<file path="src/rtl/avr_swirq.sv">
// ============================================================================
//  Module      : avr_swirq
//  Description : Multi-channel software-interrupt controller on the AVR I/O
//                bus. Provides pend/enable pairs, a fixed-priority vector,
//                a hardware acknowledge and a prescaled one-shot delay timer.
//  Revision    : 1.0 - initial release
// ============================================================================
`default_nettype none

module avr_swirq #(
    parameter int CHANNELS = 4,
    parameter int PRESCALE = 64,
    parameter int PS_W     = 16
) (
    input  logic       clk,
    input  logic       rst,
    input  logic [2:0] io_a,
    input  logic       io_re,
    input  logic       io_we,
    output logic [7:0] io_do,
    input  logic [7:0] io_di,
    output logic       irq,
    output logic [2:0] irq_vec,
    input  logic       irq_ack
);

    localparam logic [2:0]      c_a_pend  = 3'd0;
    localparam logic [2:0]      c_a_clr   = 3'd1;
    localparam logic [2:0]      c_a_ie    = 3'd2;
    localparam logic [2:0]      c_a_dcnt  = 3'd3;
    localparam logic [2:0]      c_a_dch   = 3'd4;
    localparam logic [3:0]      c_chans   = 4'(CHANNELS);
    localparam logic [PS_W-1:0] c_ps_max  = PS_W'(PRESCALE - 1);

    logic [CHANNELS-1:0] r_pend;
    logic [CHANNELS-1:0] r_ie;
    logic [7:0]          r_dcnt;
    logic [2:0]          r_dch;
    logic [PS_W-1:0]     r_ps;

    logic                w_we_pend;
    logic                w_we_clr;
    logic                w_we_ie;
    logic                w_we_dcnt;
    logic                w_we_dch;
    logic                w_dch_legal;
    logic                w_tick;
    logic                w_expire;
    logic [CHANNELS-1:0] w_active;
    logic [CHANNELS-1:0] w_set;
    logic [CHANNELS-1:0] w_clr;
    logic [CHANNELS-1:0] w_ack_mask;
    logic [CHANNELS-1:0] w_exp_mask;
    logic [2:0]          w_vec;
    logic [7:0]          w_pend8;
    logic [7:0]          w_active8;
    logic [7:0]          w_ie8;
    logic [7:0]          w_rdata;

    assign w_we_pend   = io_we && (io_a == c_a_pend);
    assign w_we_clr    = io_we && (io_a == c_a_clr);
    assign w_we_ie     = io_we && (io_a == c_a_ie);
    assign w_we_dcnt   = io_we && (io_a == c_a_dcnt);
    assign w_we_dch    = io_we && (io_a == c_a_dch);
    assign w_dch_legal = ({1'b0, io_di[2:0]} < c_chans);

    // A DCNT write restarts the timer, so it pre-empts a tick in the same cycle.
    assign w_tick   = (r_dcnt != 8'd0) && (r_ps == c_ps_max) && !w_we_dcnt;
    assign w_expire = w_tick && (r_dcnt == 8'd1);

    assign w_active = r_pend & r_ie;
    assign irq      = |w_active;
    assign irq_vec  = w_vec;

    always_comb begin
        w_vec = 3'd0;
        for (int i = CHANNELS - 1; i >= 0; i--) begin
            if (w_active[i]) begin
                w_vec = 3'(i);
            end
        end
    end

    generate
        for (genvar g = 0; g < CHANNELS; g++) begin : g_chan
            assign w_ack_mask[g] = irq_ack && irq && (w_vec == 3'(g));
            assign w_exp_mask[g] = w_expire && (r_dch == 3'(g));
        end
    endgenerate

    assign w_set = (w_we_pend ? io_di[CHANNELS-1:0] : '0) | w_exp_mask;
    assign w_clr = (w_we_clr  ? io_di[CHANNELS-1:0] : '0) | w_ack_mask;

    // Set is applied after clear so that a simultaneous set wins.
    always_ff @(posedge clk or negedge rst) begin
        if (!rst) begin
            r_pend <= '0;
        end else begin
            r_pend <= (r_pend & ~w_clr) | w_set;
        end
    end

    always_ff @(posedge clk or negedge rst) begin
        if (!rst) begin
            r_ie  <= '0;
            r_dch <= 3'd0;
        end else begin
            if (w_we_ie) begin
                r_ie <= io_di[CHANNELS-1:0];
            end
            if (w_we_dch && w_dch_legal) begin
                r_dch <= io_di[2:0];
            end
        end
    end

    // Prescaler idles at 0 whenever no delay is pending.
    always_ff @(posedge clk or negedge rst) begin
        if (!rst) begin
            r_dcnt <= 8'd0;
            r_ps   <= '0;
        end else begin
            if (w_we_dcnt) begin
                r_dcnt <= io_di;
                r_ps   <= '0;
            end else if (r_dcnt == 8'd0) begin
                r_ps   <= '0;
            end else if (w_tick) begin
                r_dcnt <= r_dcnt - 8'd1;
                r_ps   <= '0;
            end else begin
                r_ps   <= r_ps + PS_W'(1);
            end
        end
    end

    always_comb begin
        w_pend8                  = 8'h00;
        w_active8                = 8'h00;
        w_ie8                    = 8'h00;
        w_pend8[CHANNELS-1:0]    = r_pend;
        w_active8[CHANNELS-1:0]  = w_active;
        w_ie8[CHANNELS-1:0]      = r_ie;
    end

    always_comb begin
        w_rdata = 8'h00;
        if (io_re) begin
            case (io_a)
                c_a_pend: w_rdata = w_pend8;
                c_a_clr:  w_rdata = w_active8;
                c_a_ie:   w_rdata = w_ie8;
                c_a_dcnt: w_rdata = r_dcnt;
                c_a_dch:  w_rdata = {5'b00000, r_dch};
                default:  w_rdata = 8'h00;
            endcase
        end
    end

    assign io_do = w_rdata;

endmodule

`default_nettype wire

</file>
<file path="config.mk">
export PLATFORM = sky130hd
export DESIGN_NAME = avr_swirq
export DESIGN_NICKNAME = d
export VERILOG_FILES = /design/src/rtl/avr_swirq.sv
export SDC_FILE = /design/constraint.sdc
export NUM_CORES = 1
export LEC_CHECK = 0
export ABC_AREA = 0
export CORE_ASPECT_RATIO = 1.2
export CORE_UTILIZATION = 59
export CTS_CLUSTER_DIAMETER = 80
export CTS_CLUSTER_SIZE = 30
export DETAILED_ROUTE_END_ITERATION = 8
export MAX_ROUTING_LAYER = met4
export PLACE_DENSITY_LB_ADDON = 0.08
export RECOVER_POWER = 25
export SYNTH_ARGS = -nofsm -noshare
export SYNTH_HDL_FRONTEND = slang
export SYNTH_SLANG_ARGS = --single-unit
</file>
<file path="constraint.sdc">
create_clock -name clk -period 4.7 [get_ports clk]
set_input_delay 1.175 -clock clk [delete_from_list [all_inputs] [get_ports clk]]
set_output_delay 1.175 -clock clk [all_outputs]
set_load 0.02 [all_outputs]
</file>
==> results of run 1 <==
==> through the flow <==
stage / area [µm²] / worst slack, ns / hold WS, ns / power, µW / instances
after CTS: 2510 / 0.4845 / 0.4961 / 926.8 / 302
after global routing: 2506 / 0.3428 / 0.5130 / 975.7 / 302
final: 2506 / 0.4703 / 0.4947 / 923.2 / 302
after global placement: 2397 / 0.4717 / 0.4723 / 642.7 / 294
after floorplan: 2110 / 1.319 / 0.4479 / 564.0 / 237
after detailed placement: 2397 / 0.4866 / 0.4829 / 649.6 / 294
==> cell type report <==
class                   instances  area share, %
inverters                       8          1.198
clock buffers                   5          2.746
well taps                      37          1.847
clock inverters                 3          1.747
multi-input cells             185          46.38
repair buffers                 29          11.13
flip-flops and latches         35          34.95
==> registers in the layout, indices dropped and copies added (netlist names) <==
| register | flops |
|---|---|
| r_dch | 3 |
| r_ie | 4 |
| r_ps | 16 |
| r_pend | 4 |
| r_dcnt | 8 |
==> cells in the final DEF, fill, tap and decap left out, drive strengths merged, types with 2 or more instances in the layout <==
cell,netlist,layout
a22oi,2,2
nand3,12,12
or3,6,6
buf,4,2
inv,8,8
xor2,9,9
nand4,6,6
a32oi,4,4
or4,4,4
clkinv,0,2
dfrtp,35,35
nor2b,2,2
a21oi,6,6
o22a,3,3
clkbuf,5,6
o21ai,16,16
nor3b,3,3
mux2,7,7
mux2i,4,4
nor4,2,2
and4,4,4
nor3,3,3
nand2b,6,6
ha,4,4
and2,6,6
nand2,20,20
o31ai,5,5
and3,7,7
nor2,24,24
clkdlybuf4s50,0,25
a31oi,11,11
==> worst min path at each step <==
stage | from | depth (start not counted) | endpoint
2_1_floorplan | r_ps[0] | 1 | r_ps[0]
3_3_place_gp | r_ps[0] | 1 | r_ps[0]
3_5_place_dp | r_ps[0] | 1 | r_ps[0]
4_1_cts | r_ps[0] | 1 | r_ps[0]
5_1_grt | r_ps[0] | 1 | r_ps[0]
6_report | r_ps[0] | 1 | r_ps[0]
==> synthesized netlist by cell type, drive strengths merged, types with 2 or more instances <==
master  number
dfrtp       35
nor2        24
nand2       20
o21ai       16
nand3       12
a31oi       11
xor2         9
inv          8
and3         7
mux2         7
a21oi        6
and2         6
nand2b       6
nand4        6
or3          6
clkbuf       5
o31ai        5
a32oi        4
and4         4
buf          4
ha           4
mux2i        4
or4          4
nor3         3
nor3b        3
o22a         3
a22oi        2
nor2b        2
nor4         2
==> layer usage <==
| metal | vias up | track usage, % |
|---|---|---|
| met5 | - | - |
| met4 | 0 | 10.37 |
| met3 | 8 | 5.364 |
| met2 | 57 | 48.53 |
| met1 | 881 | 33.96 |
| li1 | 922 | - |
==> worst reg2reg max path, stage by stage (launching register included) <==
cell	delay (ns)
dfrtp_1	0.39
ha_1	0.31
nor4b_1	0.38
nand4_1	0.46
or4_1	0.62
a31oi_1	0.18
==> report_power, final <==
part           internal (µW)  switching [µW]
clock network            158             116
logic                    108             108
registers                356            77.2
total                    622             301
==> cells by family after synthesis <==
| group | Yosys count | share of synthesized area, % |
|---|---|---|
| adder cells (fa/ha/maj) | 4 | 2.373 |
| flip-flops | 35 | 41.52 |
| AND/OR/NAND/NOR | 110 | 28.06 |
| multiplexers | 11 | 5.635 |
| other | 1 | 0.1778 |
| AO/OA/AOI/OAI | 49 | 14.71 |
| XOR/XNOR | 10 | 4.152 |
| buffers and inverters | 17 | 3.380 |
==> run summary, run 1 <==
Status -> finished with violations
Violated checks -> capacitance limit, slew limit
Worst-skew pair later-pin latency -> 0.29 ns
Longest Clk Path Bufs -> 2
R2R depth -> 5
Synth area leaders -> dfrtp_1 42%, nor2_1 4.3%, o21ai_0 3.8%
RSZ-0062 raised after global routing -> no
Routed vias/inst -> 6.185
Top_reg_cell synth -> dfrtp_1
DRC -> 0
Critical-path cell list -> clkdlybuf4s50_1 > nor2b_1 > a32oi_1 > o22a_1 > nor2_1 > clkdlybuf4s50_1
Met3 WL -> 220 µm
Initial antenna violation count -> 0
RePlAce Congestion -> 0.8969
Max-slew headroom -> -20.94%
Vias in the first global route -> 1735
Root Driver -> clkbuf_8
Worst path depth -> 6
Starting Density -> 62.65%
Post-synthesis async set-or-reset flop share -> 100.0%
Clk_skew -> 0.01256 ns
CP endpoint -> io_do[0]
Die ar. -> 0.003819 mm²
Ys Warns -> 0
Crit path buffers/inverters -> 2
Critical path type -> primary input to output pin
CTS tree -> done
Critical Path Max Stage Delay -> 0.61 ns
Post-layout min period -> 4.230 ns
Total gr overflow -> 0
Drt total wl -> 4793 µm
# diodes -> 0
Top Family by Delay on Critical Path -> buffers and inverters
Number of flops mapped to enable cells by yosys -> 0
Remaining antenna violation count after routing -> 0
Die Y-Extent -> 67.50 µm
Final Util -> 74.43%
Pwr per Cell Area -> 368.4 mW/mm²
Final setup violation count -> 0
Per-cell routed wire length -> 15.87 µm
Layout Nets -> 284
Sequential cell area -> 875.8 µm²
Max Slew Vio Count -> 36
Max Clock Freq -> 236.4 MHz
Horiz. Die Dim -> 56.59 µm
Avg Inst Size Synth -> 8.901 µm²
Yosys reg bits -> 35
CP endpoint kind -> output pin
DR WL met2 -> 2480 µm
Post-CTS Resized -> 0
Leakage -> 0.001044 µW
Site Rows -> 23
CP startpoint -> io_a[0]
FF-to-FF setup slack -> 2.28 ns
Worst-path fanout max -> 8
Cell variety after synth -> 42
First-pass GRT wire length -> 8017 µm
Synth top area share -> 41.52%
Overall routing resource usage -> 28.49%
Cts-stage hold buffer count -> 0
Hold WC Path Type -> flop to flop
Seq/Total Area, Yosys -> 41.52%
Core footprint -> 0.003367 mm²
Multi-input logic area -> 0.001162 mm²
Critical R2R Launch -> r_ps[0]
Max Cap Viol -> 1
Cells after synthesis -> 237
Worst EP arrival -> 3.05 ns
1st-iter DRT viols -> 98
Postcts setup bufs -> 0
Top Metal Used -> met4
I/O pin count -> 28
Final period util -> 89.99%
Reg-to-Reg End -> r_dcnt[5]
Startpoint types -> primary input
Pre-Repair DR Iteration Count -> 4
Wire length on met1 -> 2017 µm
Worst-Margin Slew -> 1.814 ns
Clock transition at path regs -> 0.07 ns
Clk sinks -> 35
Pin count of the biggest net entering global routing -> 36
Routed via count -> 1868
CTS H-tree depth -> 2
CP Data Required Time -> 3.52 ns
I/O Buffers -> 26
Share of cells above drive strength 1 -> 7.170%
Slowest cell on the critical path -> clkdlybuf4s50_1
Peak supply drop -> 0.0003366 V
Fillers -> 253
Final HPWL DP -> 3363 µm
TNS Setup -> 0 ns
Syn nets -> 257
Inserted Clock Buffers -> 5
Synth-to-layout area growth -> 18.80%
Mapped Area -> 0.002110 mm²
Final Hold Viols -> 0
Synth area leader -> dfrtp_1
Crit-path most repeated cell -> clkdlybuf4s50_1
Power figures use the tool's default switching activity.
==> run 2: changes to the inputs <==
--- a/config.mk
+++ b/config.mk
@@ -11,9 +11,11 @@
 export CTS_CLUSTER_DIAMETER = 80
 export CTS_CLUSTER_SIZE = 30
 export DETAILED_ROUTE_END_ITERATION = 8
+export GPL_ROUTABILITY_DRIVEN = 0
 export MAX_ROUTING_LAYER = met4
 export PLACE_DENSITY_LB_ADDON = 0.08
 export RECOVER_POWER = 25
+export SETUP_SLACK_MARGIN = 0.05
 export SYNTH_ARGS = -nofsm -noshare
 export SYNTH_HDL_FRONTEND = slang
 export SYNTH_SLANG_ARGS = --single-unit
==> run summary, run 2 (synthesized netlist as in run 1, its figures left out) <==
Pre-Repair DR Iteration Count -> 5 (was 4)
Longest Clk Path Bufs -> 2 (unchanged)
Int Power -> 566.2 µW (was 622.0 µW)
Leading cell types in the layout, fill and taps excluded -> 35 x dfrtp_1, 25 x clkdlybuf4s50_1, 24 x nor2_1 (unchanged)
Max Slew Vio Count -> 36 (unchanged)
Share of cells above drive strength 1 -> 6.818% (was 7.170%)
Commonest non-fill, non-tap cell in the layout -> dfrtp_1 (unchanged)
Pre-CTS WS -> 0.3061 ns (was 0.4866 ns)
DRC -> 0 (unchanged)
Largest register FFs -> 16 (unchanged)
Routed via count -> 1853 (was 1868)
Final setup violation count -> 0 (unchanged)
Die ar. -> 0.003819 mm² (unchanged)
Hold depth -> 1 (unchanged)
R2R depth -> 5 (unchanged)
Overall routing resource usage -> 27.95% (was 28.49%)
CTS H-tree depth -> 2 (unchanged)
Critical Path Max Stage Delay -> 0.79 ns (was 0.61 ns)
Clock share of power -> 25.1% (was 29.7%)
CP startpoint -> io_a[0] (unchanged)
Root Driver -> clkbuf_8 (unchanged)
Critical-path cell list -> clkdlybuf4s50_1 > mux2_2 > nand2_1 > o21ai_0 > and3_1 > clkdlybuf4s50_1 (was clkdlybuf4s50_1 > nor2b_1 > a32oi_1 > o22a_1 > nor2_1 > clkdlybuf4s50_1)
Final period util -> 93.30% (was 89.99%)
Horiz. Die Dim -> 56.59 µm (unchanged)
Comb power frac -> 24.8% (was 23.4%)
Slowest cell on the critical path -> clkdlybuf4s50_1 (unchanged)
CTS tree -> done (unchanged)
Setup ws final -> 0.3147 ns (was 0.4703 ns)
Hold WC Path Type -> flop to flop (unchanged)
Postcts setup bufs -> 0 (unchanged)
Leakage -> 0.001022 µW (was 0.001044 µW)
First-pass GRT wire length -> 7948 µm (was 8017 µm)
Final HPWL DP -> 3446 µm (was 3363 µm)
Pin count of the biggest net entering global routing -> 36 (unchanged)
Max-slew headroom -> -26.88% (was -20.94%)
I/O Buffers -> 26 (unchanged)
Critical path type -> primary input to output pin (unchanged)
Layout Nets -> 283 (was 284)
Crit-path most repeated cell -> clkdlybuf4s50_1 (unchanged)
Clk_skew -> 0.004722 ns (was 0.01256 ns)
Worst-skew pair later-pin latency -> 0.29 ns (about the same)
Design area -> 0.002475 mm² (was 0.002506 mm²)
Violated checks -> capacitance limit, slew limit (unchanged)
Startpoint types -> primary input (unchanged)
1st-iter DRT viols -> 113 (was 98)
Max Cap Viol -> 1 (unchanged)
Inserted Clock Buffers -> 5 (unchanged)
Worst-Margin Slew -> 1.903 ns (was 1.814 ns)
Worst-path fanout max -> 14 (was 8)
Worst EP arrival -> 3.21 ns (was 3.05 ns)
Clk sinks -> 35 (unchanged)
CP Data Required Time -> 3.52 ns (about the same)
Final Hold Viols -> 0 (unchanged)
CP endpoint kind -> output pin (unchanged)
Cts-stage hold buffer count -> 0 (unchanged)
Net Sw Power -> 295.4 µW (was 301.2 µW)
Top Registers -> r_ps x16, r_dcnt x8 (unchanged)
Clock transition at path regs -> 0.07 ns (about the same)
Starting Density -> 62.65% (unchanged)
Per-cell routed wire length -> 15.69 µm (was 15.87 µm)
Routed vias/inst -> 6.156 (was 6.185)
Core footprint -> 0.003367 mm² (unchanged)
Post-layout min period -> 4.385 ns (was 4.230 ns)
Top reg by flops -> r_ps (unchanged)
Final Util -> 73.50% (was 74.43%)
# diodes -> 0 (unchanged)
Status -> finished with violations (unchanged)
Synth-to-layout area growth -> 17.32% (was 18.80%)
Min-delay src -> r_ps[0] (unchanged)
I/O pin count -> 28 (unchanged)
Pwr per Cell Area -> 348.1 mW/mm² (was 368.4 mW/mm²)
Die Y-Extent -> 67.50 µm (unchanged)
Initial antenna violation count -> 0 (unchanged)
Site Rows -> 23 (unchanged)
TNS Setup -> 0 ns (unchanged)
Fillers -> 280 (was 253)
Post-CTS Resized -> 0 (unchanged)
Peak supply drop -> 0.0002812 V (was 0.0003366 V)
Drt total wl -> 4723 µm (was 4793 µm)
Critical R2R Launch -> r_ps[0] (unchanged)
Sequential power share -> 50.0% (was 46.9%)
Remaining antenna violation count after routing -> 0 (unchanged)
Vias in the first global route -> 1766 (was 1735)
Max Clock Freq -> 228.0 MHz (was 236.4 MHz)
RSZ-0062 raised after global routing -> no (unchanged)
Total gr overflow -> 0 (unchanged)
Cell Area, Placed -> 0.002390 mm² (was 0.002397 mm²)
Sw frac -> 34.29% (was 32.63%)
-- run 2: worst paths after layout --
check,endpoint,slack (ns)
min in group asynchronous,r_dcnt[7],1.95
max in group asynchronous,r_ps[3],1.66
setup reg to reg,r_ps[7],2.31
hold reg to reg,r_ps[0],0.49
setup / recovery,io_do[3],0.31
hold / removal,r_ps[0],0.49
-- run 2: power groups by stage --
stage / Sequential, µW / Combinational (µW) / Clock [µW]
after global placement: 433 / 209 / 0
final: 431 / 214 / 217
after global routing: 441 / 247 / 234
after CTS: 430 / 216 / 226
after detailed placement: 435 / 215 / 0
after floorplan: 410 / 154 / 0
-- run 2: area by class of cell --
cell class	count	area (µm²)	share of cell area (%)
tap	37	46.29	1.871
inverter	8	30.03	1.213
sequential	35	875.8	35.39
multi-input combinational	185	1162	46.97
clock buffer	5	68.82	2.781
clock inverter	3	20.02	0.8089
timing repair buffer	28	271.5	10.97
-- run 2: worst max-delay path, delay by kind of cell --
family | cells | cell delay [ns]
buf+inv | 2 | 1.32
compound gates | 1 | 0.08
simple gates | 2 | 0.25
mux | 1 | 0.39
-- run 2: per-layer routing --
metal	part of all wire (%)	GRT usage [%]	vias to the layer above
met5	0	-	-
met4	2.9	13.11	0
met3	4.9	4.215	13
met2	49	46.47	52
met1	43	33.75	873
li1	-	-	915
-- run 2: per-stage QoR --
step / cells / power (µW) / hold slack [ns]
floorplan: 237 / 564.0 / 0.4479
global placement: 293 / 641.6 / 0.4727
detailed placement: 293 / 650.6 / 0.4859
CTS: 301 / 871.7 / 0.4961
global route: 301 / 921.4 / 0.5124
finish: 301 / 861.6 / 0.4870
